### src/rtl/spi_image_pkg.sv
// Shared constants and FSM state type for the SPI process-image slave.
package spi_image_pkg;

  localparam int IMG_W_DEF = 512;
  localparam int IMG_BYTES = IMG_W_DEF / 8;
  localparam int CNT_W     = $clog2(IMG_W_DEF + 2);

  typedef enum logic [1:0] {
    IDLE,
    SHIFT,
    DONE
  } state_e;

  // Counter must hold 0..img_w+1 so an overrun is distinguishable from a full frame.
  function automatic int cnt_width(input int img_w);
    return $clog2(img_w + 2);
  endfunction

endpackage

### src/rtl/spi_image_slave_pin_sync.sv
// Synchroniser flop chain for one SPI pin plus rise/fall detection on the synced level.
module spi_pin_sync #(
  parameter int   SYNC_STAGES = 2,
  parameter logic RST_VAL     = 1'b0
) (
  input  logic clk,
  input  logic rst_n,
  input  logic d,
  output logic q,
  output logic rise,
  output logic fall
);

  logic [SYNC_STAGES-1:0] sync_q, sync_d;
  logic                   prev_q, prev_d;

  always_comb begin
    sync_d = {sync_q[SYNC_STAGES-2:0], d};
    prev_d = sync_q[SYNC_STAGES-1];
  end

  always_ff @(posedge clk or negedge rst_n) begin
    if (!rst_n) begin
      sync_q <= {SYNC_STAGES{RST_VAL}};
      prev_q <= RST_VAL;
    end else begin
      sync_q <= sync_d;
      prev_q <= prev_d;
    end
  end

  assign q    = sync_q[SYNC_STAGES-1];
  assign rise = q & ~prev_q;
  assign fall = ~q & prev_q;

endmodule

### src/rtl/spi_image_slave.sv
// SPI mode-0 slave exchanging one IMG_W-bit image per chip-select frame, oversampled on CLK.
// Optional build macro SPI_XOR_CHECK_EN: accept a full frame only if the XOR of all received bytes is zero.
module spi_image_slave
  import spi_image_pkg::*;
#(
  parameter int IMG_W       = IMG_W_DEF,
  parameter int SYNC_STAGES = 2
) (
  input  logic             CLK,
  input  logic             RST_N,
  input  logic             SPI_SCK,
  input  logic             SPI_CS_N,
  input  logic             SPI_MOSI,
  output logic             SPI_MISO,
  output logic             SPI_MISO_OE,
  input  logic [IMG_W-1:0] TX_DATA,
  output logic [IMG_W-1:0] RX_DATA,
  output logic             RX_VALID,
  output logic             RX_ERR,
  output logic             FRAME_ACTIVE
);

  localparam int             CW       = cnt_width(IMG_W);
  localparam logic [CW-1:0]  CNT_FULL = CW'(IMG_W);
  localparam logic [CW-1:0]  CNT_OVR  = CW'(IMG_W + 1);

  logic sck_s, sck_rise, sck_fall;
  logic cs_s, cs_rise, cs_fall;
  logic mosi_s, mosi_rise, mosi_fall;

  spi_pin_sync #(.SYNC_STAGES(SYNC_STAGES), .RST_VAL(1'b0)) u_sync_sck (
    .clk(CLK), .rst_n(RST_N), .d(SPI_SCK), .q(sck_s), .rise(sck_rise), .fall(sck_fall)
  );
  spi_pin_sync #(.SYNC_STAGES(SYNC_STAGES), .RST_VAL(1'b1)) u_sync_cs (
    .clk(CLK), .rst_n(RST_N), .d(SPI_CS_N), .q(cs_s), .rise(cs_rise), .fall(cs_fall)
  );
  spi_pin_sync #(.SYNC_STAGES(SYNC_STAGES), .RST_VAL(1'b0)) u_sync_mosi (
    .clk(CLK), .rst_n(RST_N), .d(SPI_MOSI), .q(mosi_s), .rise(mosi_rise), .fall(mosi_fall)
  );

  state_e           state_q, state_d;
  logic [CW-1:0]    cnt_q, cnt_d;
  logic [IMG_W-1:0] tx_q, tx_d;
  logic [IMG_W-1:0] rx_shift_q, rx_shift_d;
  logic [IMG_W-1:0] rx_data_q, rx_data_d;
  logic             miso_q, miso_d;
  logic             active_q, active_d;
  logic             rx_valid_q, rx_valid_d;
  logic             rx_err_q, rx_err_d;
  logic             chk_ok;

`ifdef SPI_XOR_CHECK_EN
  logic [7:0] xor_q, xor_d;

  // Running XOR: bit n of every byte lands on xor bit n, so the result is the XOR of all bytes.
  always_comb begin
    xor_d = xor_q;
    if (state_q == IDLE && cs_fall) begin
      xor_d = 8'h00;
    end else if (state_q == SHIFT && !cs_rise && sck_rise && cnt_q < CNT_FULL) begin
      xor_d[cnt_q[2:0]] = xor_q[cnt_q[2:0]] ^ mosi_s;
    end
  end

  always_ff @(posedge CLK or negedge RST_N) begin
    if (!RST_N) xor_q <= 8'h00;
    else        xor_q <= xor_d;
  end

  assign chk_ok = (xor_q == 8'h00);
`else
  assign chk_ok = 1'b1;
`endif

  always_comb begin
    state_d    = state_q;
    cnt_d      = cnt_q;
    tx_d       = tx_q;
    rx_shift_d = rx_shift_q;
    rx_data_d  = rx_data_q;
    miso_d     = miso_q;
    active_d   = active_q;
    rx_valid_d = 1'b0;
    rx_err_d   = 1'b0;
    case (state_q)
      IDLE: begin
        if (cs_fall) begin
          tx_d     = TX_DATA;
          cnt_d    = '0;
          active_d = 1'b1;
          miso_d   = TX_DATA[0];
          state_d  = SHIFT;
        end
      end
      SHIFT: begin
        // A CS_N rise takes priority over any SCK edge seen in the same cycle.
        if (cs_rise) begin
          state_d = DONE;
        end else if (sck_rise) begin
          if (cnt_q < CNT_FULL) rx_shift_d = {mosi_s, rx_shift_q[IMG_W-1:1]};
          if (cnt_q != CNT_OVR) cnt_d = cnt_q + CW'(1);
        end else if (sck_fall) begin
          // Zeros shift in from the top, so MISO reads 0 once the image is exhausted.
          tx_d   = {1'b0, tx_q[IMG_W-1:1]};
          miso_d = tx_q[1];
        end
      end
      DONE: begin
        if (cnt_q == CNT_FULL && chk_ok) begin
          rx_data_d  = rx_shift_q;
          rx_valid_d = 1'b1;
        end else begin
          rx_err_d = 1'b1;
        end
        active_d = 1'b0;
        miso_d   = 1'b0;
        state_d  = IDLE;
      end
      default: state_d = IDLE;
    endcase
  end

  always_ff @(posedge CLK or negedge RST_N) begin
    if (!RST_N) begin
      state_q    <= IDLE;
      cnt_q      <= '0;
      rx_data_q  <= '0;
      miso_q     <= 1'b0;
      active_q   <= 1'b0;
      rx_valid_q <= 1'b0;
      rx_err_q   <= 1'b0;
    end else begin
      state_q    <= state_d;
      cnt_q      <= cnt_d;
      rx_data_q  <= rx_data_d;
      miso_q     <= miso_d;
      active_q   <= active_d;
      rx_valid_q <= rx_valid_d;
      rx_err_q   <= rx_err_d;
    end
  end

  always_ff @(posedge CLK) begin
    tx_q       <= tx_d;
    rx_shift_q <= rx_shift_d;
  end

  assign SPI_MISO     = miso_q;
  assign SPI_MISO_OE  = active_q;
  assign FRAME_ACTIVE = active_q;
  assign RX_DATA      = rx_data_q;
  assign RX_VALID     = rx_valid_q;
  assign RX_ERR       = rx_err_q;

  logic unused_sync;
  assign unused_sync = ^{sck_s, cs_s, mosi_rise, mosi_fall, tx_q[0]};

endmodule

### config.mk
export PLATFORM = sky130hd
export DESIGN_NAME = spi_image_slave
export DESIGN_NICKNAME = d
export VERILOG_FILES = /design/src/rtl/spi_image_pkg.sv /design/src/rtl/spi_image_slave_pin_sync.sv /design/src/rtl/spi_image_slave.sv
export SDC_FILE = /design/constraint.sdc
export NUM_CORES = 2
export LEC_CHECK = 0
export BUFFER_PORTS_ARGS = -buffer_cell sky130_fd_sc_hd__buf_2
export CORE_AREA = 2 2 402 404
export CTS_CLUSTER_SIZE = 24
export DETAILED_ROUTE_END_ITERATION = 8
export DIE_AREA = 0 0 404 406
export GPL_ROUTABILITY_DRIVEN = 1
export PLACE_DENSITY_LB_ADDON = 0.12
export SLEW_MARGIN = 15
export SYNTH_ARGS = -nofsm -noshare
export SYNTH_HDL_FRONTEND = slang
export SYNTH_SLANG_ARGS = --single-unit
### constraint.sdc
create_clock -name CLK -period 37.2 [get_ports CLK]
set_input_delay 7.44 -clock CLK [delete_from_list [all_inputs] [get_ports CLK]]
set_output_delay 7.44 -clock CLK [all_outputs]
set_load 0.05 [all_outputs]
======== Yosys cells after proc, flatten, opt, wreduce, memory -nomap -nowiden ========
Cells that the tools add are included.
storage, ports and cells
  register bits ........................... 1,560
  output and inout port bits .............. 517
  word-level logic and storage cells ...... 71
cells by class
  add/sub/neg operators ................... 1
  $lt $le $gt $ge ......................... 1
  eq/ne operators ......................... 11
  mux-type cells .......................... 24
  bitwise operators ....................... 9
  reductions and logical operators ........ 11
operator list
  cell                     number
  $mux W512                4
  $pmux W512 S2            1
  $mux W10                 4
  $pmux W10 S2             1
  $reduce_and A5 Y1        3
  $ne A2 B2 Y1 const B     7
  $add A10 B1 Y10 const B  1
  $eq A10 B10 Y1 const B   1
  $lt A10 B10 Y1 const B   1
  $ne A10 B10 Y1 const B   1
  $mux W1                  9
  $reduce_and A2 Y1        3
  $not A1 Y1               5
  $and A1 B1 Y1            4
  $mux W2                  2
  $pmux W2 S2              1
  $reduce_and A4 Y1        1
  $reduce_bool A2 Y1       2
  $pmux W1 S3              1
  $reduce_bool A3 Y1       1
  $eq A2 B1 Y1 const B     1
  $eq A2 B2 Y1 const B     1
  $logic_not A2 Y1         1
  $pmux W1 S2              1

======== Depth between registers and ports, before layout ========
  depth in word-level cells ............... 6
  gate-level depth with buffers ........... 8

======== Cells and area by module ========
Synthesis repeated with hierarchy kept, for this count alone.
second synthesis, totals
  cells, all modules ...................... 2,795
  area total of the unflattened synthesis .. 59,130.5 um^2
modules (own cells, without submodules)
  module                           times used  cells each  area each (um^2)  sequential area each (um^2)
  spi_image_slave                  1           2,780       58,856.4          43,932.1
  spi_pin_sync at u_sync_mosi ...  2           5           90.1              75.1
  spi_pin_sync at u_sync_cs        1           5           93.8              78.8

======== Worst setup path after synthesis ========
No wires, ideal clock.
  kind .................................... register to register
  start point ............................. register state_q[1]
  end point ............................... register rx_shift_q[0], enable pin
  setup time .............................. 2.017 ns
  arrival ................................. 35.771 ns
  data required time ...................... 35.183 ns
  path slack .............................. -0.588 ns
  cell stages (with the launch flop) ...... 7
  clock period less this slack ............ 37.788 ns
  cell sequence ........................... dfrtp_1 > inv_1 > ha_1 > clkbuf_1 > clkbuf_1 > nand2_1 > nor3_1
on the way
  longest elaborated chain between the ends .. 2
RTL lines
  element                      line                    text
  from (decl)                  spi_image_slave.sv:41   state_e state_q, state_d;
  from (signal assigned)       spi_image_slave.sv:133  state_q <= state_d;
  $eq A2 B1 Y1                 spi_image_slave.sv:85   case (state_q)
  $reduce_and A4 Y1 (no line)  --
  to (signal assigned)         spi_image_slave.sv:145  rx_shift_q <= rx_shift_d;
  to (decl)                    spi_image_slave.sv:44   logic [IMG_W-1:0] rx_shift_q, rx_shift_d;
Every way passes these cells.
A chain may end at the register's enable or synchronous reset.

==> impl_metrics.json <==
{
  "grtUsageTotal": 0.174,
  "ys_top_cells_by_area": "edfxtp_1, dfrtp_1, mux2_2",
  "hold_buffers": 0,
  "wl_met2_um": 69000,
  "cts.clk_slew.worst_paths_ps": 60,
  "htreeDepth": 4,
  "setup_tns_ps": 0,
  "design_area_um2": 71400,
  "p_per_area_nw_per_um2": 64.9,
  "postCtsSetupBuffers": 0,
  "fin_hold_ws_ps": 341,
  "mostFrequentLayoutCells": "buf_2, edfxtp_1, mux2_2, dfrtp_1, mux2_4",
  "finalHoldViolCount": 0,
  "period_share": 0.297,
  "ys_seq_area_frac": 0.747,
  "met1_length_um": 60100,
  "stdcell_count": 6185,
  "critPathMaxFanout": 108,
  "dpl.hpwl_um": 101000,
  "syn_inst": 2799,
  "cts_resized": 0,
  "worstReg2RegStart": "cnt_q[6]",
  "wl_um": 147000,
  "cts_tree": "yes",
  "dieWidth_um": 404,
  "rsz0062_at_grt": "false",
  "fp-row-count": 147,
  "initial_core_util": 0.370,
  "grt_max_degree": 177,
  "skew_ps": 26.0,
  "final_common_cell": "buf_2",
  "fin_crit_ps": 11060,
  "core_area_um2": 160000,
  "clock-sinks": 1559,
  "final.fill_count": 14100,
  "syn_nets": 3324,
  "detail-route-antenna-nets": 0,
  "drt_iter0_drc": 1917,
  "synth_largest_area_cell": "edfxtp_1",
  "dp_cells": 5834,
  "worst_hold_path.endpoint": "u_sync_mosi.sync_q[1]",
  "min_path_cells": 0,
  "path_class": "input port to asynchronous set/reset pin",
  "routabilityCongestion": 0.784,
  "post_dp_cell_area_um2": 65900,
  "firstDrtPassIters": 5,
  "netlist.area_leader.share": 0.520,
  "rrSetupSlack_ps": 31320,
  "port_buffers": 1033,
  "grt_pass1_vias": 30300,
  "outcome": "finished, final reports clean",
  "crit_path_start_kind": "input port",
  "worstPathArrival_ps": 11860,
  "cts_root_buf": "clkbuf_16",
  "ys_types": 41,
  "p_leak_nw": 28.5,
  "avgSynthCellArea_um2": 21.1,
  "highest_layer": "met5",
  "gr-total-overflow": 0,
  "ys_seq_elements": 1559,
  "fmax_ghz": 0.0904,
  "die-area_um2": 164000,
  "grt_antenna_before_repair": 119,
  "insertion_delay_ps": 780,
  "slew_headroom": 0.260,
  "setup_viol_count_final": 0,
  "yosysWarnings": 0,
  "routedWlPerCell_um": 23.7,
  "cts_buffers": 170,
  "io_pins": 1034,
  "hold_path.class": "register to register",
  "grt_pass1_wl_um": 211000,
  "syn_area_um2": 59100,
  "nNetsFinal": 4445,
  "worst_pin_slew_ps": 1110,
  "viasPerCell": 4.71,
  "end_kind": "asynchronous set/reset pin",
  "wl_met3_um": 13100,
  "reg2regPathDepth": 8,
  "hp-start": "u_sync_mosi.sync_q[0]",
  "irDropWorstVdd_mv": 0.0872,
  "drc": 0,
  "area_growth_pct": 20.8,
  "clockBufferDepth": 3,
  "drv_slew": 0,
  "dr_total_vias": 29100,
  "timing.rr.end": "RX_DATA[406]",
  "die_h_um": 406,
  "drive_gt1_frac": 0.571,
  "cap_viol_max_count": 0,
  "cp_data_required_time_ps": 38000
}
[worst max path at each step]
stage	slack [ps]	cells after the start	to	from
2_1_floorplan	9790	7	tx_q[100]	state_q[1]
3_3_place_gp	25020	6	RX_DATA[201]	RST_N
3_5_place_dp	25030	6	RX_DATA[144]	RST_N
4_1_cts	25900	6	RX_DATA[146]	RST_N
5_1_grt	25390	6	RX_DATA[172]	RST_N
6_report	26140	6	RX_DATA[142]	RST_N
[Yosys cell counts]
cell / instances
buf_6: 7
nand3_1: 4
and2_1: 1
nand2_1: 17
nor2_1: 1
o31ai_1: 1
and3b_1: 1
mux2_2: 615
buf_8: 1
nor4_1: 1
a22o_1: 4
dfrtp_1: 533
edfxtp_1: 1023
nand4b_1: 3
o21ai_0: 15
buf_4: 5
mux2_1: 9
o2bb2ai_1: 1
nor3_1: 4
clkbuf_1: 12
and3_4: 1
nor4_2: 1
buf_2: 48
nor2b_1: 2
ha_1: 8
a31oi_1: 1
nand4_1: 1
dfstp_2: 3
o211ai_1: 2
nor4b_2: 1
inv_1: 10
nand2b_1: 5
a2bb2oi_1: 2
or3_1: 3
mux2_4: 400
buf_12: 45
o21a_1: 1
a21oi_1: 3
nand3b_1: 2
and3_1: 1
o311ai_0: 1
[kinds of logic (layout without fill, tap and decap cells)]
group	after synthesis	count (layout)	synth area share
buf+inv	128	1394	0.0229
fa+ha+maj	8	8	0.00169
mux	1024	1024	0.221
flops	1559	1559	0.747
other cells	0	34	0
simple gates	49	49	0.00481
compound gates	31	31	0.00332
[power breakdown]
part | switching, W | internal, W
Sequential | 0.0000582 | 0.00221
Clock | 0.000692 | 0.000941
Combinational | 0.000393 | 0.000342
Total | 0.00114 | 0.00349
[cell type report]
class	instances	area [um^2]	area share
diodes	34	85.1	0.00119
clock buffers	261	4840	0.0678
clock inverters	56	547	0.00766
inverters	10	37.5	0.000526
multi-input cells	1112	13600	0.191
flip-flops and latches	1559	44100	0.618
well taps	2086	2610	0.0366
repair buffers	1067	5490	0.0768
[layer usage]
metal	GRT usage	vias to the layer above
li1	-	13000
met1	0.214	14800
met2	0.277	870
met3	0.0780	350
met4	0.0506	122
met5	0	-
[stage by stage]
step	utilization	total power, W	setup slack, ps
after global routing	0.447	0.00484	25390
after floorplan	-	0.00314	9790
after CTS	0.447	0.00471	25900
after detailed placement	0.413	0.00304	25030
after global placement	0.413	0.00304	25020
final	0.447	0.00464	26140
[state kept, by name (all words and copies together), names as in the netlist, 2 cells and up]
register,count
RX_DATA,512
rx_shift_q,512
tx_q,511
cnt_q,10
state_q,2
u_sync_cs.sync_q,2
u_sync_mosi.sync_q,2
u_sync_sck.sync_q,2
[critical path: stages]
cell and delay (ps):
buf_8 580, buf_4 710, buf_4 650, buf_4 710, buf_4 780, buf_4 750
Note: power is estimated with default switching activity, not from simulation.
